## config.mk

```make
export PLATFORM = sky130hd
export DESIGN_NAME = tdc_batch_sequencer
export DESIGN_NICKNAME = d
export VERILOG_FILES = /design/src/rtl/tdc_batch_sequencer.sv
export SDC_FILE = /design/constraint.sdc
export NUM_CORES = 1
export LEC_CHECK = 0
export ABC_AREA = 1
export CAP_MARGIN = 5
export CORE_ASPECT_RATIO = 0.6
export CORE_MARGIN = 1
export CORE_UTILIZATION = 50
export DETAILED_ROUTE_END_ITERATION = 8
export GPL_TIMING_DRIVEN = 0
export PLACE_DENSITY_LB_ADDON = 0.2
export SYNTH_ARGS = -nofsm -noshare
export SYNTH_HDL_FRONTEND = slang
export SYNTH_SLANG_ARGS = --single-unit
```

## constraint.sdc

```tcl
create_clock -name clk_200m -period 2.84 [get_ports clk_200m]
set_clock_uncertainty 0.05 [all_clocks]
set_input_delay 0.568 -clock clk_200m [delete_from_list [all_inputs] [get_ports clk_200m]]
set_output_delay 0.568 -clock clk_200m [all_outputs]
set_load 0.005 [all_outputs]
```

## src/rtl/tdc_batch_sequencer.sv

```systemverilog
// Batch sequencer: collects 2^LOG2_N TDC interval samples, reduces them to mean/min/max
// and streams a fixed-length report frame over a valid/ready byte interface.
module tdc_batch_sequencer #(
    parameter int CNT_W       = 32,
    parameter int LOG2_N      = 4,
    parameter int TIMEOUT_CYC = 200_000_000,
    parameter bit CONTINUOUS  = 1'b1
) (
    input  logic             clk_200m,
    input  logic             rst_n,
    input  logic             start,
    input  logic             meas_valid,
    input  logic [CNT_W-1:0] meas_interval,
    output logic [7:0]       tx_data,
    output logic             tx_valid,
    input  logic             tx_ready,
    output logic             busy,
    output logic [3:0]       led
);

    localparam int SUM_W       = CNT_W + LOG2_N;
    localparam int CNTR_W      = LOG2_N + 1;
    localparam int FRAME_BYTES = 3 + 3 * (CNT_W / 8);
    localparam int REST_W      = (FRAME_BYTES - 1) * 8;
    localparam int IDX_W       = $clog2(FRAME_BYTES);
    localparam int TMO_W       = $clog2(TIMEOUT_CYC + 1);

    localparam logic [CNTR_W-1:0] N_LAST   = CNTR_W'(2 ** LOG2_N - 1);
    localparam logic [TMO_W-1:0]  TMO_LAST = TMO_W'(TIMEOUT_CYC - 1);
    localparam logic [IDX_W-1:0]  IDX_LAST = IDX_W'(FRAME_BYTES - 1);
    localparam logic [7:0]        HEADER   = 8'hA5;

    typedef enum logic [1:0] {
        S_IDLE,
        S_COLLECT,
        S_LATCH,
        S_SEND
    } state_e;

    state_e              state_q, state_d;
    logic [SUM_W-1:0]    sum_q, sum_d;
    logic [CNT_W-1:0]    min_q, min_d;
    logic [CNT_W-1:0]    max_q, max_d;
    logic [CNTR_W-1:0]   count_q, count_d;
    logic [TMO_W-1:0]    tmo_q, tmo_d;
    logic                timeout_q, timeout_d;
    logic                overrun_q, overrun_d;
    logic [REST_W-1:0]   frame_q, frame_d;
    logic [IDX_W-1:0]    idx_q, idx_d;
    logic [7:0]          tx_data_q, tx_data_d;
    logic                tx_valid_q, tx_valid_d;
    logic                busy_q, busy_d;
    logic [3:0]          led_q, led_d;

    logic                enter_collect;
    logic [CNT_W-1:0]    mean;
    logic [3*CNT_W-1:0]  payload;

    assign mean    = CNT_W'(sum_q >> LOG2_N);
    assign payload = timeout_q ? '0 : {mean, min_q, max_q};

    // NOTE: every _d defaults to its _q before the case, so no path leaves a signal
    // unassigned and no latch is inferred.
    always_comb begin
        state_d       = state_q;
        sum_d         = sum_q;
        min_d         = min_q;
        max_d         = max_q;
        count_d       = count_q;
        tmo_d         = tmo_q;
        timeout_d     = timeout_q;
        overrun_d     = overrun_q;
        frame_d       = frame_q;
        idx_d         = idx_q;
        tx_data_d     = tx_data_q;
        tx_valid_d    = tx_valid_q;
        led_d         = led_q;
        enter_collect = 1'b0;

        unique case (state_q)
            S_IDLE: begin
                if (start) begin
                    state_d       = S_COLLECT;
                    enter_collect = 1'b1;
                end
            end

            S_COLLECT: begin
                // A sample in the expiry cycle wins over the watchdog.
                if (meas_valid) begin
                    sum_d   = sum_q + SUM_W'(meas_interval);
                    min_d   = (meas_interval < min_q) ? meas_interval : min_q;
                    max_d   = (meas_interval > max_q) ? meas_interval : max_q;
                    count_d = count_q + 1'b1;
                    tmo_d   = '0;
                    if (count_q == N_LAST) begin
                        state_d = S_LATCH;
                    end
                end else if (tmo_q == TMO_LAST) begin
                    timeout_d = 1'b1;
                    state_d   = S_LATCH;
                end else begin
                    tmo_d = tmo_q + 1'b1;
                end
            end

            S_LATCH: begin
                frame_d    = {6'b0, overrun_q, timeout_q, 8'(count_q), payload};
                overrun_d  = meas_valid;
                tx_data_d  = HEADER;
                tx_valid_d = 1'b1;
                idx_d      = '0;
                led_d[2]   = timeout_q;
                state_d    = S_SEND;
            end

            S_SEND: begin
                if (meas_valid) begin
                    overrun_d = 1'b1;
                end
                if (tx_ready) begin
                    if (idx_q == IDX_LAST) begin
                        tx_valid_d = 1'b0;
                        led_d[3]   = ~led_q[3];
                        if (CONTINUOUS) begin
                            state_d       = S_COLLECT;
                            enter_collect = 1'b1;
                        end else begin
                            state_d = S_IDLE;
                        end
                    end else begin
                        tx_data_d = frame_q[REST_W-1 -: 8];
                        frame_d   = frame_q << 8;
                        idx_d     = idx_q + 1'b1;
                    end
                end
            end

            default: state_d = S_IDLE;
        endcase

        if (enter_collect) begin
            sum_d     = '0;
            min_d     = '1;
            max_d     = '0;
            count_d   = '0;
            tmo_d     = '0;
            timeout_d = 1'b0;
        end

        busy_d   = (state_d != S_IDLE);
        led_d[0] = (state_d == S_COLLECT);
        led_d[1] = (state_d == S_SEND);
    end

    // NOTE: state is updated only here, with non-blocking assignments; the
    // combinational block above uses blocking assignments.
    always_ff @(posedge clk_200m or negedge rst_n) begin
        if (!rst_n) begin
            state_q    <= S_IDLE;
            sum_q      <= '0;
            min_q      <= '0;
            max_q      <= '0;
            count_q    <= '0;
            tmo_q      <= '0;
            timeout_q  <= 1'b0;
            overrun_q  <= 1'b0;
            frame_q    <= '0;
            idx_q      <= '0;
            tx_data_q  <= '0;
            tx_valid_q <= 1'b0;
            busy_q     <= 1'b0;
            led_q      <= '0;
        end else begin
            state_q    <= state_d;
            sum_q      <= sum_d;
            min_q      <= min_d;
            max_q      <= max_d;
            count_q    <= count_d;
            tmo_q      <= tmo_d;
            timeout_q  <= timeout_d;
            overrun_q  <= overrun_d;
            frame_q    <= frame_d;
            idx_q      <= idx_d;
            tx_data_q  <= tx_data_d;
            tx_valid_q <= tx_valid_d;
            busy_q     <= busy_d;
            led_q      <= led_d;
        end
    end

    assign tx_data  = tx_data_q;
    assign tx_valid = tx_valid_q;
    assign busy     = busy_q;
    assign led      = led_q;

endmodule

```

======== Yosys cells after proc, flatten, opt, wreduce, memory -nomap -nowiden ========
Cells that the tools add are included.
word-level totals
  flip-flop bits (word level) ............. 267
  bits in latches ......................... 0
  RAM bits ................................ 0
  bits in read-only memories .............. 0
  input port bits ......................... 37
  output and inout bits ................... 14
  word-level logic and storage cells ...... 102
  memories ................................ 0
cells by class
  $add $sub $neg .......................... 4
  multiply operators ...................... 0
  div/mod/pow operators ................... 0
  magnitude comparators ................... 2
  eq/ne operators ......................... 14
  shift-type cells ........................ 0
  multiplexer cells ....................... 48
  bitwise gates (word level) .............. 1
  reduce and logical (&&, ||, !) cells .... 17
operators with widths
  kind                                            number
  two-way mux 32 bit                              8
  two-way mux 112 bit                             2
  case mux 112 bit (2 select lines)               1
  two-way mux 28 bit                              4
  two-way mux 36 bit                              3
  two-way mux 96 bit                              1
  adder 36 x 32 -> 36 bit                         1
  > comparator 32 bit                             1
  less-than comparator 32 bit                     1
  adder 28 x 1 -> 28 bit (second input constant)  1
  equality test 28 bit (second input constant)    1
  AND reduction 3 bit                             6
  two-way mux 8 bit                               2
  case mux 8 bit (2 select lines)                 1
  two-way mux 5 bit                               3
  nonzero test 2 bit                              7
  two-way mux 2 bit                               6
  two-way mux 1 bit                               10
  two-way mux 4 bit                               2
  != test 2 bit (second input constant)           4
  case mux 2 bit (4 select lines)                 1
  case mux 4 bit (2 select lines)                 1
  equality test 2 bit (second input constant)     3
  case mux 1 bit (2 select lines)                 3
  other kinds (10)                                13

======== Logic depth before layout (Yosys ltp) ========
  depth in word-level cells ............... 6
  mapped depth ............................ 16
  mapped depth without buffers ............ 15

======== Least setup slack after synthesis ========
Ideal clock, no wire load.
  path kind ............................... input-to-reg
  start ................................... input port meas_interval[0]
  end ..................................... register sum_q[16]
  library setup time ...................... 0.120 ns
  data arrival time ....................... 2.053 ns
  path slack .............................. 0.617 ns
  stages on the path ...................... 11
  path buffers ............................ 0
  cells stage by stage .................... ha_1 fa_1 nand3_1 nand3_1 nand3_1 nand2_1 nand2_1 nand2_1 or2_2 nand3_1 nand2_1
between the ends
  cells in the longest elaborated chain, start to end .. 4
RTL lines
  element                  RTL line  text
  start: declaration       13        input logic [CNT_W-1:0] meas_interval,
  adder 36 x 32 -> 36 bit  91        sum_d = sum_q + SUM_W'(meas_interval);
  two-way mux 36 bit       90        if (meas_valid) begin
  two-way mux 36 bit       80        unique case (state_q)
  two-way mux 36 bit       142       if (enter_collect) begin
  end signal: assignment   176       sum_q <= sum_d;
  end: declaration         41        logic [SUM_W-1:0] sum_q, sum_d;
No other way between the ends. The select of a mux whose other input is x is not followed.
A chain may end at the register's enable or synchronous reset.

======== Worst setup path in the final report ========
Ends and elaborated chain as after synthesis.

==> run metrics <==
outcome finished clean; DR vias/cell 5.87; Arrival @ worst endpoint 3.15 ns; Synth async-reset ratio 100%; chip width 233 um; DRC 0; CP Launch Type input port; largest net degree at the start of global routing 124; Setup violations, final 0; Most used DFF post-synth dfrtp_1; Non-Filler Instances 2,612; Final Power 20.3 mW; Worst R2R End min_q[3]; Mapped Cells 2,092; LEAKAGE 9.05 nW; share of layout cells above drive strength 1 5.46%; Iter 0 DRT Violations 2,108; synthesized flop and latch total 267; Post-DRT Antenna Nets 0; first-pass GRT wire length 83,100 um; diode count 0; setup slack at placement -1.09 ns; Layout Nets 2,319; Total Die Area 32,700 um^2; period utilization 97.1%; TNS Setup 0 ns; max_slew headroom 26.3%; post-DP HPWL 41,600 um; RSZ-0062 raised after global routing false; WHS 0.387 ns; Hold Fails Final Rpt 0; worst vdd ir 0.542 mV; Rows 50; IO Pins 51; Critical Path RT 3.24 ns; worst skew pair latency 0.58 ns; H-tree depth 1; placed cell area 17,100 um^2; initial core utilization 51.1%; clock sink total 267; post-route minimum period 2.76 ns; Syn. warnings 0; CTS tree built; initial antenna violation count 1; post-synthesis instance area 16,000 um^2; Reg2Reg Setup Slack 0.09 ns; HP Start meas_interval[26]; Netlist cell types 46; CTS Buf Count 27; Hold Path Class in2reg; r2r startpoint state_q[1]; Final Util 57.6%; Fill cells 2,939; max cap viols 0; IO buf count 49; vias in the first global route 13,800; fin area 18,000 um^2; WHS Endpoint max_q[26]; drt first pass iters 6; hold path cells 3; Area Overhead vs Synth 12.6%; crit-path max FO 4; via count 15,300; Post-synth EDFFs 0; Avg Inst Size Synth 7.64 um^2; Routed WL 54,200 um; core area 31,300 um^2; Seq/Total Area, Yosys 41.8%; Final Max Slew Viols 0; post-route setup slack 0.0819 ns; critical path class in2reg; clk root buf clkbuf_16; net count after synthesis 2,235; FF-to-FF path depth 12; Total GRT Usage 33.8%; clk slew on worst S/H paths 0.07 ns; endpoint class of the critical path flop; wire per inst 20.7 um; worst slew pin tran 1.11 ns; GRT overflow 0; power per cell area 1130 nW/um^2; Max Clk Rate 363 MHz; Die Y 140 um; RePlAce Congestion 1.03; Bufs on Longest Clock Path 3; placed cells 2,559
==> power by group <==
group / leakage [nW] / switching (mW) / internal (mW)
registers: 3.39 / 1.29 / 5.31
clock network: 0.416 / 1.64 / 1.95
logic: 5.25 / 6.79 / 3.37
==> worst max-delay path: stages <==
cell	delay, ns
clkdlybuf4s50_1	0.60
ha_1	0.36
fa_1	0.45
nand3_1	0.12
nand3_1	0.13
nand3_1	0.10
nand2_1	0.12
nand2_1	0.10
nand2_1	0.16
or2_2	0.32
nand3_1	0.07
nand2_1	0.05
==> cells by family (layout without fill, tap and decap cells) <==
logic type	Yosys count	after routing	share of synthesized area (%)
AND/OR/NAND/NOR	939	939	25.1
AO/OA/AOI/OAI	412	413	14.8
buffers and inverters	341	444	8.48
flip-flops	267	267	41.8
adder cells (fa/ha/maj)	106	106	8.35
XOR/XNOR	26	26	1.42
multiplexers	1	1	0.0626
==> layer usage <==
layer  global-route usage, %  routed length (um)
met2                    40.7               19500
met5                       0                  27
met4                    6.54                 979
met3                    15.2                8150
met1                    53.3               25600
==> state kept, by name (all words and copies together), names as in the netlist <==
name	cells
min_q	32
led	4
max_q	32
tx_data	8
frame_q	112
tmo_q	28
sum_q	36
tx_valid	1
overrun_q	1
count_q	5
timeout_q	1
busy	1
idx_q	4
state_q	2
==> timing repair <==
item                                    in CTS  in global routing
endpoints found under the hold margin       60                  0
gates resized for setup                      9                 35
gates cloned                                 0                  1
hold buffers                                 1                  0
buffers inserted                             0                  2
endpoints found under the setup margin      32                 80
==> synth_stat cells (3+ instances only) <==
cell      instances  area [um^2]
buf_1             8         30.0
o22ai_1          24          150
inv_2             5         18.8
o211ai_1          5         37.5
o21ai_1          12         60.1
a21o_1            3         22.5
dfrtp_1         267         6680
clkbuf_1         51          191
a21oi_1          85          425
and3_1            4         25.0
ha_1            105         1310
a22oi_1          77          578
a31oi_1           5         31.3
buf_4             5         37.5
inv_1           242          908
nor2_1          122          458
xnor2_1          12          105
nand3b_1          4         30.0
nor3_1           33          165
buf_2            25          125
buf_6             3         33.8
nand2_1         529         1990
nand3_1         176          881
xor2_1           14          123
o21ai_0         188          941
nand4_1          57          357
o21bai_1          4         30.0
nand2_2           4         25.0
o21a_1            3         22.5
==> cells in the final DEF (no fill, tap or decap), types with 35 or more instances in the layout <==
cell type	instances
clkdlybuf4s50_1	35
clkbuf_1	48
inv_1	242
nor2_1	120
dfrtp_1	267
nand4_1	57
nand3_1	176
nand2_1	525
o21ai_0	188
a21oi_1	85
ha_1	105
a22oi_1	77
==> cell type report <==
cell class                      instances  area (um^2)  share of cell area, %
Inverter                              248          932                   5.18
Clock buffer                           37          753                   4.18
Multi-Input combinational cell       1485         7990                   44.4
Clock inverter                         12          100                  0.556
Timing Repair Buffer                   54          589                   3.27
Tap cell                              416          520                   2.89
Sequential cell                       267         6680                   37.1
Buffer                                 93          440                   2.45
==> worst max path at each step <==
stage | start | to | cells past startpoint
global route | state_q[1] | frame_q[25] | 9
floorplan | meas_interval[0] | sum_q[16] | 11
global placement | rst_n | min_q[8] | 1
CTS | meas_interval[29] | max_q[13] | 12
detailed placement | meas_interval[31] | max_q[13] | 12
finish | meas_interval[0] | sum_q[16] | 12
No activity file was read; power rests on OpenSTA's default activity.
